## config.mk

```make
export PLATFORM = sky130hd
export DESIGN_NAME = seg_scan_ctrl
export DESIGN_NICKNAME = d
export VERILOG_FILES = /design/src/rtl/seg_scan_ctrl_pkg.sv /design/src/rtl/seg_scan_ctrl_decode.sv /design/src/rtl/seg_scan_ctrl.sv
export SDC_FILE = /design/constraint.sdc
export NUM_CORES = 1
export LEC_CHECK = 0
export CAP_MARGIN = 20
export CORE_MARGIN = 2
export CORE_UTILIZATION = 40
export CTS_CLUSTER_DIAMETER = 120
export DETAILED_ROUTE_END_ITERATION = 6
export GPL_TIMING_DRIVEN = 0
export SYNTH_ARGS = -nofsm -noshare
export SYNTH_HDL_FRONTEND = slang
export SYNTH_HIERARCHICAL = 1
export SYNTH_SLANG_ARGS = --single-unit
export TNS_END_PERCENT = 50
```

## constraint.sdc

```tcl
create_clock -name clk -period 6.4 [get_ports clk]
set_input_delay 0.96 -clock clk [delete_from_list [all_inputs] [get_ports clk]]
set_output_delay 0.96 -clock clk [all_outputs]
set_load 0.03 [all_outputs]
```

## src/rtl/seg_scan_ctrl_pkg.sv

```systemverilog
`default_nettype none
// ============================================================================
//  Module   : seg_scan_ctrl_pkg
//  Purpose  : Shared display constants for the multiplexed 8-digit
//             seven-segment scanner: digit count, nibble width and the
//             active-low segment patterns (bit 7 = dp, bits 6..0 = g..a).
//  Revision : 1.0 - initial release
// ============================================================================
package seg_scan_ctrl_pkg;

  localparam int c_num_digits = 8;
  localparam int c_nibble_w   = 4;
  localparam int c_idx_w      = 3;

  typedef logic [c_nibble_w-1:0] nibble_t;
  typedef logic [7:0]            segs_t;

  // All segments and the decimal point off
  localparam segs_t c_seg_blank = 8'hFF;

  // Active-low glyphs; the dp bit is left off (1) and replaced downstream
  localparam segs_t c_seg_hex_0 = 8'hC0;
  localparam segs_t c_seg_hex_1 = 8'hF9;
  localparam segs_t c_seg_hex_2 = 8'hA4;
  localparam segs_t c_seg_hex_3 = 8'hB0;
  localparam segs_t c_seg_hex_4 = 8'h99;
  localparam segs_t c_seg_hex_5 = 8'h92;
  localparam segs_t c_seg_hex_6 = 8'h82;
  localparam segs_t c_seg_hex_7 = 8'hF8;
  localparam segs_t c_seg_hex_8 = 8'h80;
  localparam segs_t c_seg_hex_9 = 8'h98;
  localparam segs_t c_seg_hex_a = 8'h88;
  localparam segs_t c_seg_hex_b = 8'h83;
  localparam segs_t c_seg_hex_c = 8'hC6;
  localparam segs_t c_seg_hex_d = 8'hA1;
  localparam segs_t c_seg_hex_e = 8'h86;
  localparam segs_t c_seg_hex_f = 8'h8E;

  // One-hot active-low anode pattern for a digit index
  function automatic logic [c_num_digits-1:0] anode_for(input logic [c_idx_w-1:0] idx);
    logic [c_num_digits-1:0] onehot;
    onehot    = '0;
    onehot[idx] = 1'b1;
    return ~onehot;
  endfunction

endpackage : seg_scan_ctrl_pkg
`default_nettype wire

```

## src/rtl/seg_scan_ctrl_decode.sv

```systemverilog
`default_nettype none
// ============================================================================
//  Module   : hex_seg_decode
//  Purpose  : Combinational hex nibble to active-low seven-segment decode.
//             Bit 7 (dp) is always returned off; the caller overrides it.
//  Revision : 1.0 - initial release
// ============================================================================
module hex_seg_decode
  import seg_scan_ctrl_pkg::*;
(
  input  logic [3:0] nibble,
  output logic [7:0] seg
);

  // Table lookup of the glyph for the incoming nibble
  always_comb begin
    seg = c_seg_blank;
    case (nibble)
      4'h0:    seg = c_seg_hex_0;
      4'h1:    seg = c_seg_hex_1;
      4'h2:    seg = c_seg_hex_2;
      4'h3:    seg = c_seg_hex_3;
      4'h4:    seg = c_seg_hex_4;
      4'h5:    seg = c_seg_hex_5;
      4'h6:    seg = c_seg_hex_6;
      4'h7:    seg = c_seg_hex_7;
      4'h8:    seg = c_seg_hex_8;
      4'h9:    seg = c_seg_hex_9;
      4'hA:    seg = c_seg_hex_a;
      4'hB:    seg = c_seg_hex_b;
      4'hC:    seg = c_seg_hex_c;
      4'hD:    seg = c_seg_hex_d;
      4'hE:    seg = c_seg_hex_e;
      4'hF:    seg = c_seg_hex_f;
      default: seg = c_seg_blank;
    endcase
  end

endmodule : hex_seg_decode
`default_nettype wire

```

## src/rtl/seg_scan_ctrl.sv

```systemverilog
`default_nettype none
// ============================================================================
//  Module   : seg_scan_ctrl
//  Purpose  : Time-multiplexed 8-digit seven-segment scanner. Each digit owns
//             a CLK_DIV-cycle slot whose first BLANK cycles keep the anodes
//             off to suppress ghosting. New data is staged in a shadow
//             register and only promoted to the display at a frame boundary,
//             so a frame never mixes old and new digits.
//  Revision : 1.0 - initial release
// ============================================================================
module seg_scan_ctrl
  import seg_scan_ctrl_pkg::*;
#(
  parameter int CLK_DIV = 100000,
  parameter int BLANK   = 1000
) (
  input  logic        clk,
  input  logic        rst_n,
  input  logic [31:0] data_in,
  input  logic        load,
  input  logic [7:0]  digit_en,
  input  logic [7:0]  dot_en,
  output logic [7:0]  an,
  output logic [7:0]  seg,
  output logic        ack
);

  localparam int CW = (CLK_DIV > 1) ? $clog2(CLK_DIV) : 1;
  localparam logic [CW-1:0]      c_cnt_last  = CW'(CLK_DIV - 1);
  localparam logic [CW-1:0]      c_blank_end = CW'(BLANK);
  localparam logic [c_idx_w-1:0] c_idx_last  = c_idx_w'(c_num_digits - 1);

  logic [CW-1:0]      r_cnt;
  logic [c_idx_w-1:0] r_idx;
  logic [31:0]        r_shadow;
  logic [31:0]        r_display;
  logic               r_pending;
  logic               r_ack;
  logic [7:0]         r_an;
  logic [7:0]         r_seg;

  logic               w_slot_end;
  logic               w_frame_wrap;
  logic               w_commit;
  logic               w_lit;
  logic [3:0]         w_nibble;
  logic [7:0]         w_glyph;

  assign w_slot_end   = (r_cnt == c_cnt_last);
  assign w_frame_wrap = w_slot_end && (r_idx == c_idx_last);
  assign w_commit     = w_frame_wrap && r_pending;

  // A digit is driven only once its blanking window is over and it is enabled
  assign w_lit    = (r_cnt >= c_blank_end) && digit_en[r_idx];
  assign w_nibble = r_display[{r_idx, 2'b00} +: c_nibble_w];

  hex_seg_decode u_decode (
    .nibble (w_nibble),
    .seg    (w_glyph)
  );

  // Slot timer and digit index; the index advances on the last cycle of a slot
  always_ff @(posedge clk) begin
    if (!rst_n) begin
      r_cnt <= '0;
      r_idx <= '0;
    end else begin
      if (w_slot_end) begin
        r_cnt <= '0;
        r_idx <= r_idx + 1'b1;
      end else begin
        r_cnt <= r_cnt + 1'b1;
      end
    end
  end

  // Shadow capture and frame-aligned promotion; a load on the commit edge
  // re-arms pending so the fresh value goes out at the next frame boundary
  always_ff @(posedge clk) begin
    if (!rst_n) begin
      r_shadow  <= '0;
      r_display <= '0;
      r_pending <= 1'b0;
      r_ack     <= 1'b0;
    end else begin
      r_ack <= w_commit;
      if (w_commit) begin
        r_display <= r_shadow;
        r_pending <= 1'b0;
      end
      if (load) begin
        r_shadow  <= data_in;
        r_pending <= 1'b1;
      end
    end
  end

  // Registered pin drivers, blank unless the current digit is lit
  always_ff @(posedge clk) begin
    if (!rst_n) begin
      r_an  <= c_seg_blank;
      r_seg <= c_seg_blank;
    end else if (w_lit) begin
      r_an  <= anode_for(r_idx);
      r_seg <= {~dot_en[r_idx], w_glyph[6:0]};
    end else begin
      r_an  <= c_seg_blank;
      r_seg <= c_seg_blank;
    end
  end

  assign an  = r_an;
  assign seg = r_seg;
  assign ack = r_ack;

endmodule : seg_scan_ctrl
`default_nettype wire

```

==> metrics.log <==
[metrics] status: complete, no violations
[metrics] number of endpoints with negative hold slack in the final report: 0
[metrics] count of cells along the worst hold path: 2
[metrics] fin area: 5770 um^2
[metrics] start-to-end type of the worst setup path: register to register
[metrics] Die H: 111 um
[metrics] DIE AREA: 12400 um^2
[metrics] critical register-to-register path endpoint: seg[3]
[metrics] clock transition at the registers of the reported paths: 70 ps
[metrics] count of hold buffers inserted by post-cts repair: 0
[metrics] cells after synthesis: 511
[metrics] hold path startpoint: r_shadow[24]
[metrics] post-route insts no fill: 736
[metrics] post-synth net total: 572
[metrics] area of the core: 11300 um^2
[metrics] maximum net fanout on the critical path: 10
[metrics] fillers: 1108
[metrics] Final nets: 649
[metrics] antenna violations before repair: 0
[metrics] final WL: 11.2 mm
[metrics] die width: 111 um
[metrics] total global-route track usage: 18.5%
[metrics] Critical Path End Type: register
[metrics] Longest Clk Path Bufs: 2
[metrics] WL/cell: 15.2 um
[metrics] worst-path cell with the longest stage delay: sky130_fd_sc_hd__o21ai_0
[metrics] maximum vdd drop: 0.123 mV
[metrics] count of cells along the worst register-to-register path: 9
[metrics] Finished Core Util: 50.9%
[metrics] number of nets with antenna violations after routing: 0
[metrics] measured slew at the worst slew-check pin: 686 ps
[metrics] worst reg-to-reg setup slack: 3490 ps
[metrics] clock latency of the later-clocked register in the worst-skew pair: 350 ps
[metrics] GPL Wtd Cong: 0.860
[metrics] placed cell area: 5450 um^2
[metrics] worst endpoint data arrival time: 3150 ps
[metrics] quantity of I/O buffers inserted on ports: 66
[metrics] count of pins over their slew limit: 0
[metrics] Num CTS Buffers: 9
[metrics] setup TNS: 0 ps
[metrics] total via count after detailed routing: 3952
[metrics] global-route wire length before repair: 18.6 mm
[metrics] total power density per cell area: 228 nW/um^2
[metrics] CP Data Required Time: 6640 ps
[metrics] maximum clock frequency: 343 MHz
[metrics] TritonCTS clock tree: built
[metrics] area used by multi-input combinational logic: 2300 um^2
[metrics] largest net degree at the start of global routing: 17
[metrics] Crit Reg-Reg Startpoint: r_idx[2]
[metrics] number of gates given a new drive strength after cts: 0
[metrics] # placed instances: 720
[metrics] buffer and inverter count on the worst path: 3
[metrics] startpoint type of the worst setup path: register
[metrics] relative slew slack: 54.2%
[metrics] master cell of the clock root buffer: sky130_fd_sc_hd__clkbuf_16
[metrics] DRT iter0 DRCs: 170
[metrics] Endpoint, Worst Hold: r_display[24]
[metrics] setup fix buffers added after clock tree synthesis: 0
[metrics] I/O pin total: 68
[metrics] Final Skew: 9.63 ps
[metrics] Residual DRC: 0
[metrics] Leak: 0.00208 uW
[metrics] unrepaired setup endpoints after global routing: false
[metrics] Antenna Cells: 0
[metrics] largest incremental delay on the critical path: 500 ps
[metrics] number of max-cap violations: 0
[metrics] Yosys warnings: 6
[metrics] Post-Syn Area: 4610 um^2
[metrics] sequential standard cell area: 2040 um^2
[metrics] area growth from synthesis to layout: 25.1%
[metrics] detailed-router iteration count before antenna repair: 4
[metrics] vias in the first global route: 3693
[metrics] H-tree levels: 3
[metrics] initial cell density of the core: 40.7%
[metrics] via/cell ratio: 5.37
[metrics] Final min period: 2910 ps
[metrics] final critical-path share of the clock period: 45.5%
[metrics] synthesized area per cell: 9.02 um^2
[metrics] share of cells above drive strength 1: 8.94%
[metrics] Sinks on Clock Net: 102
[metrics] kind of cell adding the most delay to the critical path: buffers and inverters
[metrics] placed wire-length estimate: 8.40 mm
[metrics] Hold Worst Slack: 474 ps
[metrics] worst min-delay path category: register to register
[metrics] number of cell rows: 39
[metrics] count of endpoints failing setup in the final report: 0
[metrics] total grt overflow: 0
[metrics] worst path cell trace: clkbuf_1 > clkbuf_1 > a22oi_1 > o21ai_0 > inv_1 > ha_1 > o21ai_0 > o32ai_1 > or2b_1
[report_power, final]
group	switching [uW]	internal, uW
Sequential	9.19	649
Clock	236	344
Combinational	30.9	43.7
[sequential cells by signal (all words and copies together) (netlist names)]
register,count
seg,8
r_idx,3
r_shadow,32
r_pending,1
ack,1
an,8
r_cnt,17
r_display,32
[routing by layer]
metal	up-vias	wire length [um]	global-route usage, %
li1	1980	-	-
met1	1858	5410	25.7
met2	96	5080	29.1
met3	18	481	3.32
met4	0	220	6.50
met5	-	0	0
[worst max path at each step]
stage                     startpoint      to  slack [ps]  cells past startpoint
after global placement         rst_n  seg[7]        3540                      5
after detailed placement    r_idx[2]  seg[3]        3510                      9
final                       r_idx[2]  seg[3]        3490                      9
after global routing        r_idx[2]  seg[0]        3250                     10
after CTS                   r_idx[2]  seg[3]        3480                      9
after floorplan             r_idx[1]  seg[3]        4060                     11
[stage by stage]
| step | setup WS [ps] | total power, uW |
|---|---|---|
| 6_report | 3490 | 1310 |
| 3_5_place_dp | 3510 | 747 |
| 2_1_floorplan | 4060 | 704 |
| 4_1_cts | 3480 | 1330 |
| 3_3_place_gp | 3540 | 746 |
| 5_1_grt | 3250 | 1360 |
[worst reg2reg max path, cell delays in order, from the launching register on]
cell                       delay, ps
sky130_fd_sc_hd__dfxtp_1         430
sky130_fd_sc_hd__clkbuf_1        360
sky130_fd_sc_hd__clkbuf_1        400
sky130_fd_sc_hd__a22oi_1         140
sky130_fd_sc_hd__o21ai_0         500
sky130_fd_sc_hd__inv_1           200
sky130_fd_sc_hd__ha_1            360
sky130_fd_sc_hd__o21ai_0          90
sky130_fd_sc_hd__o32ai_1         110
sky130_fd_sc_hd__or2b_1          220
[final cells by class]
class                      count  share of cell area, %
buffer                        47                   3.93
clock buffer                  11                   4.04
clock inverter                 5                   1.45
inverter                      10                  0.651
multi-input combinational    352                   40.0
sequential                   102                   35.4
tap                          143                   3.10
timing repair buffer          66                   11.5
[layout by cell type, fill, tap and decap left out, drive strengths merged, types with 2 or more instances in the layout]
| cell type | instances |
|---|---|
| dfxtp | 102 |
| clkdlybuf4s50 | 66 |
| nor2 | 61 |
| o21ai | 48 |
| a21oi | 44 |
| nand4 | 39 |
| mux2i | 37 |
| clkbuf | 35 |
| buf | 23 |
| nand3 | 20 |
| nand2 | 13 |
| ha | 10 |
| inv | 9 |
| xnor2 | 8 |
| nor2b | 6 |
| nor3 | 6 |
| mux4 | 5 |
| mux2 | 5 |
| or2b | 5 |
| nand2b | 4 |
| or3 | 4 |
| xor2 | 4 |
| nor4 | 4 |
| a31oi | 2 |
| a22oi | 2 |
| and4 | 2 |
| and2 | 2 |
| nand3b | 2 |
| bufinv | 2 |
| clkinvlp | 2 |
| o31ai | 2 |
| and3 | 2 |
| clkinv | 2 |
No activity file was read; power rests on OpenSTA's default activity.
